===== src/rtl/stb_gen_ctrl.sv =====
// Sequencer for one stb_gen measure channel: reset, period detect, lock, N strobe captures with min/max; optional sum under STB_GEN_CTRL_AVG_EN.
// Capture visible one cycle after stb_valid_i; no backpressure (stb_gen is paced one request at a time, abort preempts everything).
module stb_gen_ctrl #(
  parameter int T_CNT_WIDTH    = 32,
  parameter int N_W            = 16,
  parameter int RST_CYCLES     = 4,
  parameter int RUN_DET_CYCLES = 42,
  parameter int RDY_TIMEOUT    = 1048576,
  parameter int STB_TIMEOUT    = 1048576
) (
  input  logic                   clk_i,
  input  logic                   rst_i,
  input  logic                   start_i,
  input  logic                   abort_i,
  input  logic [N_W-1:0]         n_stb_i,
  output logic                   busy_o,
  output logic                   done_o,
  output logic                   err_o,
  output logic [1:0]             err_code_o,
  output logic                   gen_rst_o,
  output logic                   run_det_o,
  input  logic                   gen_rdy_i,
  input  logic                   gen_err_i,
  output logic                   stb_req_o,
  input  logic                   stb_valid_i,
  input  logic [T_CNT_WIDTH-1:0] stb_period_i,
  output logic [T_CNT_WIDTH-1:0] period_o,
  output logic [T_CNT_WIDTH-1:0] period_min_o,
  output logic [T_CNT_WIDTH-1:0] period_max_o,
  output logic [N_W-1:0]         stb_cnt_o
`ifdef STB_GEN_CTRL_AVG_EN
  ,
  output logic [T_CNT_WIDTH+N_W-1:0] period_sum_o
`endif
);

  localparam int TMAX_A = (RST_CYCLES > RUN_DET_CYCLES) ? RST_CYCLES : RUN_DET_CYCLES;
  localparam int TMAX_B = (RDY_TIMEOUT > STB_TIMEOUT) ? RDY_TIMEOUT : STB_TIMEOUT;
  localparam int TMAX   = (TMAX_A > TMAX_B) ? TMAX_A : TMAX_B;
  localparam int TMR_W  = $clog2(TMAX + 1);

  typedef enum logic [2:0] {
    IDLE, GEN_RST, RUN_DET, WAIT_RDY, REQ, WAIT_VALID, DONE, ERR
  } state_t;

  state_t           state, state_nxt;
  logic [TMR_W-1:0] tmr, tmr_nxt;
  logic [N_W-1:0]   n_stb_q;
  logic [N_W-1:0]   cnt_inc;
  logic             accept, capture, err_set, done_nxt;
  logic [1:0]       err_code_nxt;

  assign busy_o    = (state == GEN_RST) || (state == RUN_DET) || (state == WAIT_RDY) ||
                     (state == REQ) || (state == WAIT_VALID);
  assign gen_rst_o = (state == GEN_RST);
  assign run_det_o = (state == RUN_DET);
  assign stb_req_o = (state == REQ);
  assign cnt_inc   = (&stb_cnt_o) ? stb_cnt_o : stb_cnt_o + 1'b1;

  always_comb begin
    state_nxt    = state;
    tmr_nxt      = tmr;
    accept       = 1'b0;
    capture      = 1'b0;
    err_set      = 1'b0;
    err_code_nxt = 2'b00;
    done_nxt     = 1'b0;
    case (state)
      IDLE, DONE, ERR: begin
        if (start_i) begin
          state_nxt = GEN_RST;
          tmr_nxt   = TMR_W'(RST_CYCLES - 1);
          accept    = 1'b1;
        end
      end
      GEN_RST: begin
        if (tmr == '0) begin
          state_nxt = RUN_DET;
          tmr_nxt   = TMR_W'(RUN_DET_CYCLES - 1);
        end else begin
          tmr_nxt = tmr - 1'b1;
        end
      end
      RUN_DET: begin
        if (tmr == '0) begin
          state_nxt = WAIT_RDY;
          tmr_nxt   = TMR_W'(RDY_TIMEOUT - 1);
        end else begin
          tmr_nxt = tmr - 1'b1;
        end
      end
      WAIT_RDY: begin
        if (gen_err_i) begin
          state_nxt = ERR; err_set = 1'b1; err_code_nxt = 2'b11; tmr_nxt = '0;
        end else if (gen_rdy_i) begin
          state_nxt = REQ; tmr_nxt = '0;
        end else if (tmr == '0) begin
          state_nxt = ERR; err_set = 1'b1; err_code_nxt = 2'b01;
        end else begin
          tmr_nxt = tmr - 1'b1;
        end
      end
      REQ: begin
        if (gen_err_i) begin
          state_nxt = ERR; err_set = 1'b1; err_code_nxt = 2'b11; tmr_nxt = '0;
        end else begin
          state_nxt = WAIT_VALID;
          tmr_nxt   = TMR_W'(STB_TIMEOUT - 1);
        end
      end
      WAIT_VALID: begin
        if (gen_err_i) begin
          state_nxt = ERR; err_set = 1'b1; err_code_nxt = 2'b11; tmr_nxt = '0;
        end else if (stb_valid_i) begin
          capture = 1'b1;
          tmr_nxt = '0;
          if ((n_stb_q != '0) && (cnt_inc == n_stb_q)) begin
            state_nxt = DONE;
            done_nxt  = 1'b1;
          end else begin
            state_nxt = REQ;
          end
        end else if (tmr == '0) begin
          state_nxt = ERR; err_set = 1'b1; err_code_nxt = 2'b10;
        end else begin
          tmr_nxt = tmr - 1'b1;
        end
      end
      default: ;
    endcase
    // Abort overrides every event decided above, including a same-cycle capture.
    if (abort_i && busy_o) begin
      state_nxt = IDLE;
      tmr_nxt   = '0;
      capture   = 1'b0;
      err_set   = 1'b0;
      done_nxt  = 1'b0;
    end
  end

`ifdef STB_GEN_CTRL_AVG_EN
  logic [T_CNT_WIDTH+N_W:0] sum_add;
  assign sum_add = {1'b0, period_sum_o} + (T_CNT_WIDTH+N_W+1)'(stb_period_i);
`endif

  always_ff @(posedge clk_i) begin
    if (rst_i) begin
      state        <= IDLE;
      tmr          <= '0;
      n_stb_q      <= '0;
      done_o       <= 1'b0;
      err_o        <= 1'b0;
      err_code_o   <= 2'b00;
      period_o     <= '0;
      period_min_o <= '1;
      period_max_o <= '0;
      stb_cnt_o    <= '0;
`ifdef STB_GEN_CTRL_AVG_EN
      period_sum_o <= '0;
`endif
    end else begin
      state  <= state_nxt;
      tmr    <= tmr_nxt;
      done_o <= done_nxt;
      if (accept) begin
        n_stb_q      <= n_stb_i;
        err_o        <= 1'b0;
        err_code_o   <= 2'b00;
        period_o     <= '0;
        period_min_o <= '1;
        period_max_o <= '0;
        stb_cnt_o    <= '0;
`ifdef STB_GEN_CTRL_AVG_EN
        period_sum_o <= '0;
`endif
      end
      if (err_set) begin
        err_o      <= 1'b1;
        err_code_o <= err_code_nxt;
      end
      if (capture) begin
        period_o  <= stb_period_i;
        stb_cnt_o <= cnt_inc;
        if (stb_period_i < period_min_o) period_min_o <= stb_period_i;
        if (stb_period_i > period_max_o) period_max_o <= stb_period_i;
`ifdef STB_GEN_CTRL_AVG_EN
        period_sum_o <= sum_add[T_CNT_WIDTH+N_W] ? '1 : sum_add[T_CNT_WIDTH+N_W-1:0];
`endif
      end
    end
  end

endmodule


===== config.mk =====
export PLATFORM = sky130hd
export DESIGN_NAME = stb_gen_ctrl
export DESIGN_NICKNAME = d
export VERILOG_FILES = /design/src/rtl/stb_gen_ctrl.sv
export SDC_FILE = /design/constraint.sdc
export NUM_CORES = 1
export LEC_CHECK = 0
export CELL_PAD_IN_SITES_DETAIL_PLACEMENT = 0
export CELL_PAD_IN_SITES_GLOBAL_PLACEMENT = 1
export CORE_MARGIN = 2
export CORE_UTILIZATION = 35
export DETAILED_ROUTE_END_ITERATION = 7
export GPL_ROUTABILITY_DRIVEN = 0
export PLACE_DENSITY_LB_ADDON = 0.1
export SLEW_MARGIN = 10
export SYNTH_ARGS = -nofsm -noshare
export SYNTH_HDL_FRONTEND = slang
export SYNTH_SLANG_ARGS = --single-unit

===== constraint.sdc =====
create_clock -name clk_i -period 7.6 [get_ports clk_i]
set_input_delay 1.52 -clock clk_i [delete_from_list [all_inputs] [get_ports clk_i]]
set_output_delay 1.52 -clock clk_i [all_outputs]
set_load 0.01 [all_outputs]

==> results of run 1 <==
power groups by stage:
stage,registers [mW],clock network [mW],logic (mW)
detailed placement,0.974,0,1.00
finish,0.959,0.884,1.01
global placement,0.975,0,1.00
global route,0.969,0.937,1.14
CTS,0.957,0.907,1.01
floorplan,0.938,0,0.730
layout make-up:
class,count,area share (%)
diodes,1,0.02003
well taps,378,3.785
inverters,79,2.373
flip-flops and latches,156,24.99
clock buffers,18,3.515
repair buffers,190,14.86
clock inverters,14,1.162
multi-input cells,873,49.29
cells by family after synthesis:
group                      after synthesis  synth area share [%]
buffers and inverters                  178                 7.340
adders and majority gates               67                 8.392
DFF                                    156                 31.26
xor gates and xnor gates                16                 1.403
and+or+nand+nor                        451                 25.58
AOI/OAI and AO/OA                      336                 25.69
muxes                                    3                0.3382
cells in the mapped netlist, drive strengths merged (5+ instances only):
cell / count / area (µm²)
a21o: 25 / 187.7
nor3: 58 / 300.3
and3: 7 / 43.79
nand4b: 32 / 280.3
or4: 9 / 71.32
a31oi: 13 / 81.33
a211oi: 8 / 60.06
dfxtp: 156 / 3123
xor2: 12 / 105.1
o21a: 5 / 37.54
nor3b: 34 / 255.2
nand3: 25 / 135.1
nor4: 52 / 352.8
or2: 5 / 31.28
a22o: 32 / 280.3
nand2: 66 / 247.7
and4: 8 / 70.07
ha: 67 / 838.3
or3: 12 / 80.08
o21ai: 53 / 265.3
nor2b: 9 / 56.30
buf: 32 / 185.2
o211ai: 7 / 52.55
nand2b: 11 / 68.82
clkbuf: 67 / 251.5
nor2: 92 / 347.8
a2111oi: 36 / 534.3
a21oi: 83 / 419.2
o41ai: 35 / 306.5
nand4: 22 / 143.9
inv: 78 / 292.8
tightest hold or removal path: cells and delay by family (launching register included):
family             cells  cell delay (ns)
DFF                    1             0.33
AOI/OAI and AO/OA      1             0.06
and+or+nand+nor        1             0.05
sequential cells by signal (all words and copies together) (netlist names):
name	count
stb_cnt_o	16
done_o	1
err_code_o	2
n_stb_q	16
tmr	21
period_min_o	32
err_o	1
period_max_o	32
state	3
period_o	32
through the flow:
stage	hold WS (ns)	std cells	instance area, µm²	util [%]
after floorplan	0.4490	1207	9990	-
after global placement	0.4388	1676	11910	42.63
after detailed placement	0.4529	1676	11910	42.63
after CTS	0.4694	1708	12490	44.72
after global routing	0.4954	1708	12490	44.72
final	0.4655	1709	12500	44.73
routing by layer:
metal	vias up	track usage, %	share of wire (%)
met2	256	36.38	46
met1	4805	31.61	47
met3	21	4.595	5.2
met4	0	4.590	0.89
met5	-	0	0
li1	4797	-	-
final timing paths:
kind                         start          endpoint  slack, ns
hold / removal         period_o[0]       period_o[0]       0.47
setup / recovery  stb_period_i[25]  period_min_o[19]       2.83
setup reg to reg          state[0]     stb_cnt_o[14]       3.69
hold reg to reg        period_o[0]       period_o[0]       0.47
==> insert_results.sql, run 1 <==
INSERT INTO impl_metrics (metric_group, metric, value, unit) VALUES
('run_status', 'run_status', 'finished, final reports clean', ''),
('clock_network', 'htree_num_levels', '4', ''),
('setup_path', 'timing.reg2reg.worst_path_depth', '9', ''),
('cells_and_area', 'design.final.nets', '1439', ''),
('min_path', 'worstHoldPathType', 'reg -> reg', ''),
('timing', 'final.setup_skew', '0.01197', 'ns'),
('die', 'fp_rows', '61', ''),
('clock_network', 'num_cts_buffers', '17', ''),
('die', 'chipWidth', '172.9', 'µm'),
('clock_network', 'post_cts_hold_buffer_count', '0', ''),
('timing', 'fmax', '0.2097', 'GHz'),
('setup_path', 'crit_path_top_delay_cell', 'sky130_fd_sc_hd__clkdlybuf4s50_1', ''),
('synth', 'synth_cell_type_count', '77', ''),
('cells_and_area', 'register_area', '3123', 'µm²'),
('setup_path', 'worstSetupEndpointType', 'flop', ''),
('cells_and_area', 'layout-drive-gt1-share', '8.346', '%'),
('setup_path', 'worst_ep_required_time', '7.86', 'ns'),
('global_routing', 'largest_net_degree_at_the_start_of_global_routing', '70', ''),
('global_routing', 'grt_pass1_wl', '54700', 'µm'),
('detailed_routing', 'route.vias.total', '9879', ''),
('setup_path', 'cpMostUsedCell', 'sky130_fd_sc_hd__a21o_1', ''),
('timing', 'pins_over_slew_limit', '0', ''),
('clock_network', 'clk_latency', '0.44', 'ns'),
('die', 'core', '27930', 'µm²'),
('detailed_routing', 'detail_route.drc_violations', '0', ''),
('setup_path', 'worstPathBufferInverterCount', '3', ''),
('detailed_routing', 'postRouteAntennaNets', '0', ''),
('placed_design', 'dp_slack', '2.416', 'ns'),
('global_routing', 'globalRouteOverflowTotal', '0', ''),
('placed_design', 'hpwl_after_dpl', '23510', 'µm'),
('die', 'die_y', '172.9', 'µm'),
('detailed_routing', 'wl_per_cell', '20.13', 'µm'),
('detailed_routing', 'detail_route.wirelength', '34400', 'µm'),
('flow_run', 'timing.max_cap.violations', '0', ''),
('global_routing', 'grt_use_total', '22.71', '%'),
('power', 'sw_frac_of_total', '39.90', '%'),
('synth', 'post_synth.cell_area_avg', '8.276', 'µm²'),
('timing', 'rsz0062_at_grt', 'no', ''),
('setup_path', 'setup.worst_path.class', 'in -> reg', ''),
('synth', 'ys_dominant_reg_cell', 'sky130_fd_sc_hd__dfxtp_1', ''),
('timing', 'totalNegativeSetupSlack', '0', 'ns'),
('timing', 'finalSetupViolations', '0', ''),
('cells_and_area', 'syn2layout_area_growth', '25.09', '%'),
('setup_path', 'cp.depth', '11', ''),
('timing', 'worstMarginPinSlew', '1.217', 'ns'),
('detailed_routing', 'drt_iter0_drc', '636', ''),
('synth', 'synth.cell_area', '9990', 'µm²'),
('clock_network', 'clock_path_buffers', '2', ''),
('synth', 'synth_seq_cells', '156', ''),
('die', 'fp.dieArea', '29910', 'µm²'),
('power', 'vdd_ir_drop_max', '0.0001462', 'V'),
('clock_network', 'cts_post_setup_buffers_inserted', '0', ''),
('placed_design', 'place.port_buffers', '174', ''),
('clock_network', 'clock-sinks', '156', ''),
('cells_and_area', 'multiInputGateArea', '6160', 'µm²'),
('detailed_routing', 'detail_route.vias_per_cell', '5.781', ''),
('power', 'leakagePower', '4.756', 'nW'),
('power', 'power.density_cell_area', '228.1', 'nW/µm²'),
('die', 'ioPinCount', '175', ''),
('timing', 'minimum_setup_slack_in_the_final_design', '2.832', 'ns'),
('detailed_routing', 'drt_pass1_iterations', '5', ''),
('setup_path', 'crit_path_max_fanout', '65', ''),
('die', 'initial_core_util', '35.76', '%'),
('timing', 'hold_viol_final', '0', ''),
('setup_path', 'timing.critical_path.cells', 'clkdlybuf4s50_1 -> ha_1 -> a21o_1 -> a21o_1 -> a21o_1 -> a2111oi_4 -> buf_4 -> nand2b_1 -> buf_4 -> nor4_1 -> a2111oi_2', ''),
('power', 'p_comb_share', '35.3', '%'),
('timing', 'relSlewSlack', '18.57', '%'),
('synth', 'synth.yosys.seq_area_share', '31.26', '%'),
('synth', 'synth_warnings', '0', ''),
('cells_and_area', 'num-fill-cells', '2844', ''),
('clock_network', 'cts.reportedPaths.clkPinSlew', '0.07', 'ns');
Note: power is estimated with default switching activity, not from simulation.
==> run 2, diff against run 1 <==
==> constraint.sdc (replaced) <==
create_clock -name clk_i -period 4.94 [get_ports clk_i]
set_input_delay 0.988 -clock clk_i [delete_from_list [all_inputs] [get_ports clk_i]]
set_output_delay 0.988 -clock clk_i [all_outputs]
set_load 0.01 [all_outputs]
==> insert_results.sql, run 2 (synthesis results as in run 1) <==
INSERT INTO impl_metrics (metric_group, metric, value, unit) VALUES
('detailed_routing', 'postRouteAntennaNets', '0', ''),
('global_routing', 'number_of_global_route_vias_before_repair', '9481', ''),
('clock_network', 'clock-sinks', '156', ''),
('min_path', 'worstHoldPathType', 'reg -> reg', ''),
('run_status', 'run_status', 'finished, final reports clean', ''),
('cells_and_area', 'layout.cells.most_common', 'sky130_fd_sc_hd__clkdlybuf4s50_1', ''),
('setup_path', 'timing.critical_path.cells', 'clkdlybuf4s50_1 -> ha_1 -> nand4_1 -> a2111oi_0 -> o21ai_0 -> o211ai_1 -> or3_1 -> buf_4 -> nand4b_1 -> o41ai_1', ''),
('cells_and_area', 'largestRegisters', 'period_max_o (32), period_min_o (32), period_o (32)', ''),
('global_routing', 'antenna_found_initial', '1', ''),
('power', 'sw_frac_of_total', '39.33', '%'),
('die', 'core', '27930', 'µm²'),
('power', 'power.sequential.fraction', '33.1', '%'),
('detailed_routing', 'route.vias.total', '9829', ''),
('detailed_routing', 'drt_pass1_iterations', '5', ''),
('timing', 'totalNegativeSetupSlack', '0', 'ns'),
('global_routing', 'globalRouteOverflowTotal', '0', ''),
('die', 'die_y', '172.9', 'µm'),
('setup_path', 'startpoint', 'stb_period_i[26]', ''),
('detailed_routing', 'detail_route.vias_per_cell', '5.691', ''),
('setup_path', 'reg2reg_to', 'period_min_o[27]', ''),
('setup_path', 'worst-endpoint-arrival', '3.95', 'ns'),
('power', 'leakagePower', '4.859', 'nW'),
('cells_and_area', 'design.final.nets', '1457', ''),
('detailed_routing', 'detail_route.wirelength', '34320', 'µm'),
('clock_network', 'num_cts_buffers', '17', ''),
('power', 'clockPowerShare', '31.8', '%'),
('die', 'fp_rows', '61', ''),
('global_routing', 'grt_pass1_wl', '54320', 'µm'),
('power', 'power.density_cell_area', '351.2', 'nW/µm²'),
('detailed_routing', 'drt_iter0_drc', '639', ''),
('cells_and_area', 'syn2layout_area_growth', '26.90', '%'),
('setup_path', 'crit_path_max_fanout', '21', ''),
('setup_path', 'slowest_delay', '0.57', 'ns'),
('setup_path', 'setup.worst_path.end', 'period_max_o[9]', ''),
('timing', 'pins_over_slew_limit', '0', ''),
('timing', 'finalCritPeriodShare', '73.46', '%'),
('clock_network', 'cts_post_setup_buffers_inserted', '0', ''),
('power', 'switchingPower', '1.751', 'mW'),
('die', 'chipWidth', '172.9', 'µm'),
('clock_network', 'clk_root_buf', 'sky130_fd_sc_hd__clkbuf_16', ''),
('flow_run', 'timing.max_cap.violations', '0', ''),
('cells_and_area', 'final_cell_count_no_fill', '1727', ''),
('power', 'vdd_ir_drop_max', '0.0002269', 'V'),
('setup_path', 'r2r-start', 'state[2]', ''),
('timing', 'rsz0062_at_grt', 'no', ''),
('die', 'fp.dieArea', '29910', 'µm²'),
('placed_design', 'place.port_buffers', '174', ''),
('timing', 'hold_viol_final', '0', ''),
('setup_path', 'setup.worst_path.class', 'in -> reg', ''),
('timing', 'worstMarginPinSlew', '1.091', 'ns'),
('timing', 'finalSetupViolations', '0', ''),
('setup_path', 'timing.reg2reg.setup_slack', '1.72', 'ns'),
('placed_design', 'place_inst', '1694', ''),
('clock_network', 'cts.reportedPaths.clkPinSlew', '0.07', 'ns'),
('setup_path', 'worstPathBufferInverterCount', '2', ''),
('cells_and_area', 'layout-drive-gt1-share', '9.570', '%'),
('global_routing', 'grt_use_total', '22.61', '%'),
('cells_and_area', 'num-fill-cells', '2753', ''),
('clock_network', 'clk_latency', '0.44', 'ns'),
('clock_network', 'htree_num_levels', '4', ''),
('global_routing', 'largest_net_degree_at_the_start_of_global_routing', '68', ''),
('setup_path', 'critical-path-top-delay-family', 'buffers and inverters', ''),
('clock_network', 'post_cts_resize_count', '0', ''),
('timing', 'fmax', '0.2756', 'GHz'),
('power', 'power_report.internal_total', '2.701', 'mW'),
('cells_and_area', 'register_area', '3123', 'µm²'),
('setup_path', 'crit_path_top_delay_cell', 'sky130_fd_sc_hd__clkdlybuf4s50_1', ''),
('die', 'ioPinCount', '175', ''),
('cells_and_area', 'final_cell_mix', 'sky130_fd_sc_hd__clkdlybuf4s50_1 (173), sky130_fd_sc_hd__dfxtp_1 (156), sky130_fd_sc_hd__nor2_1 (89)', ''),
('timing', 'relSlewSlack', '27.01', '%'),
('clock_network', 'tritoncts', 'built', ''),
('placed_design', 'hpwl_after_dpl', '24260', 'µm'),
('setup_path', 'timing.reg2reg.worst_path_depth', '9', ''),
('die', 'initial_core_util', '35.76', '%'),
('setup_path', 'worst_ep_required_time', '5.26', 'ns'),
('setup_path', 'worstSetupEndpointType', 'flop', ''),
('timing', 'fin_crit', '3.629', 'ns'),
('setup_path', 'cp.depth', '10', ''),
('detailed_routing', 'wl_per_cell', '19.87', 'µm'),
('power', 'p_comb_share', '35.1', '%'),
('clock_network', 'post_cts_hold_buffer_count', '0', ''),
('timing', 'final.hold.worst_slack', '0.4780', 'ns'),
('clock_network', 'clock_path_buffers', '2', ''),
('cells_and_area', 'multiInputGateArea', '6160', 'µm²'),
('timing', 'final.setup_skew', '0.02220', 'ns'),
('setup_path', 'critical_path_source_type', 'primary input', ''),
('detailed_routing', 'detail_route.drc_violations', '0', '');
-- run 2: changes by cell type in the layout (fill, tap and decap cells not counted) --
cell and change:
sky130_fd_sc_hd__inv_6 -2, sky130_fd_sc_hd__inv_8 +3, sky130_fd_sc_hd__clkinvlp_4 +1, sky130_fd_sc_hd__clkinv_2 -1, sky130_fd_sc_hd__buf_4 +17, sky130_fd_sc_hd__clkinv_4 -2, sky130_fd_sc_hd__clkinv_8 +1, sky130_fd_sc_hd__buf_12 +1
sky130_fd_sc_hd__clkbuf_8 -1, sky130_fd_sc_hd__bufinv_16 +1
-- run 2: cell type report --
class,count,share of cell area (%)
repair buffers,208,15.81
clock inverters,15,1.520
multi-input cells,873,48.59
inverters,79,2.339
diodes,1,0.01974
clock buffers,17,3.356
well taps,378,3.731
flip-flops and latches,156,24.63
-- run 2: how the worst min path moves through the flow --
stage | cells past startpoint | to | start | slack [ns]
4_1_cts | 1 | period_o[22] | period_o[22] | 0.48
5_1_grt | 1 | period_o[19] | period_o[19] | 0.49
3_3_place_gp | 1 | period_o[1] | period_o[1] | 0.46
3_5_place_dp | 1 | period_o[18] | period_o[18] | 0.45
2_1_floorplan | 2 | n_stb_q[6] | n_stb_q[6] | 0.45
6_report | 1 | period_o[14] | period_o[14] | 0.48
-- run 2: through the flow --
stage          setup slack (ns)  utilization, %  instance area, µm²  total power, mW
6_report                  1.311           45.38               12680            4.453
3_3_place_gp             0.9588           43.16               12060            3.062
2_1_floorplan             1.757               -                9990            2.566
4_1_cts                   1.357           45.37               12670            4.502
3_5_place_dp             0.8859           43.16               12060            3.060
5_1_grt                   1.049           45.37               12670            4.765
-- run 2: worst reg2reg max path, cell delays in order (launching register included) --
cell                        delay (ns)
sky130_fd_sc_hd__dfxtp_1          0.69
sky130_fd_sc_hd__nand2_1          0.20
sky130_fd_sc_hd__or2_1            0.37
sky130_fd_sc_hd__or3_4            0.44
sky130_fd_sc_hd__a2111oi_4        0.32
sky130_fd_sc_hd__buf_4            0.35
sky130_fd_sc_hd__nand2b_1         0.13
sky130_fd_sc_hd__buf_4            0.24
sky130_fd_sc_hd__nor4_1           0.30
sky130_fd_sc_hd__a2111oi_2        0.07
-- run 2: power groups by stage --
stage | Clock [mW] | Sequential (mW) | Combinational (mW)
3_3_place_gp | 0 | 1.50 | 1.56
4_1_cts | 1.46 | 1.47 | 1.56
5_1_grt | 1.51 | 1.49 | 1.76
3_5_place_dp | 0 | 1.50 | 1.56
6_report | 1.42 | 1.47 | 1.56
2_1_floorplan | 0 | 1.44 | 1.12
-- run 2: per-layer routing --
layer / part of all wire, % / global-route usage, % / vias up / wire (µm)
met4: 1.6 / 6.003 / 0 / 532
li1: - / - / 4826 / -
met1: 46 / 29.99 / 4707 / 15720
met3: 5.5 / 4.420 / 28 / 1872
met5: 0 / 0 / - / 0
met2: 47 / 37.52 / 268 / 16200
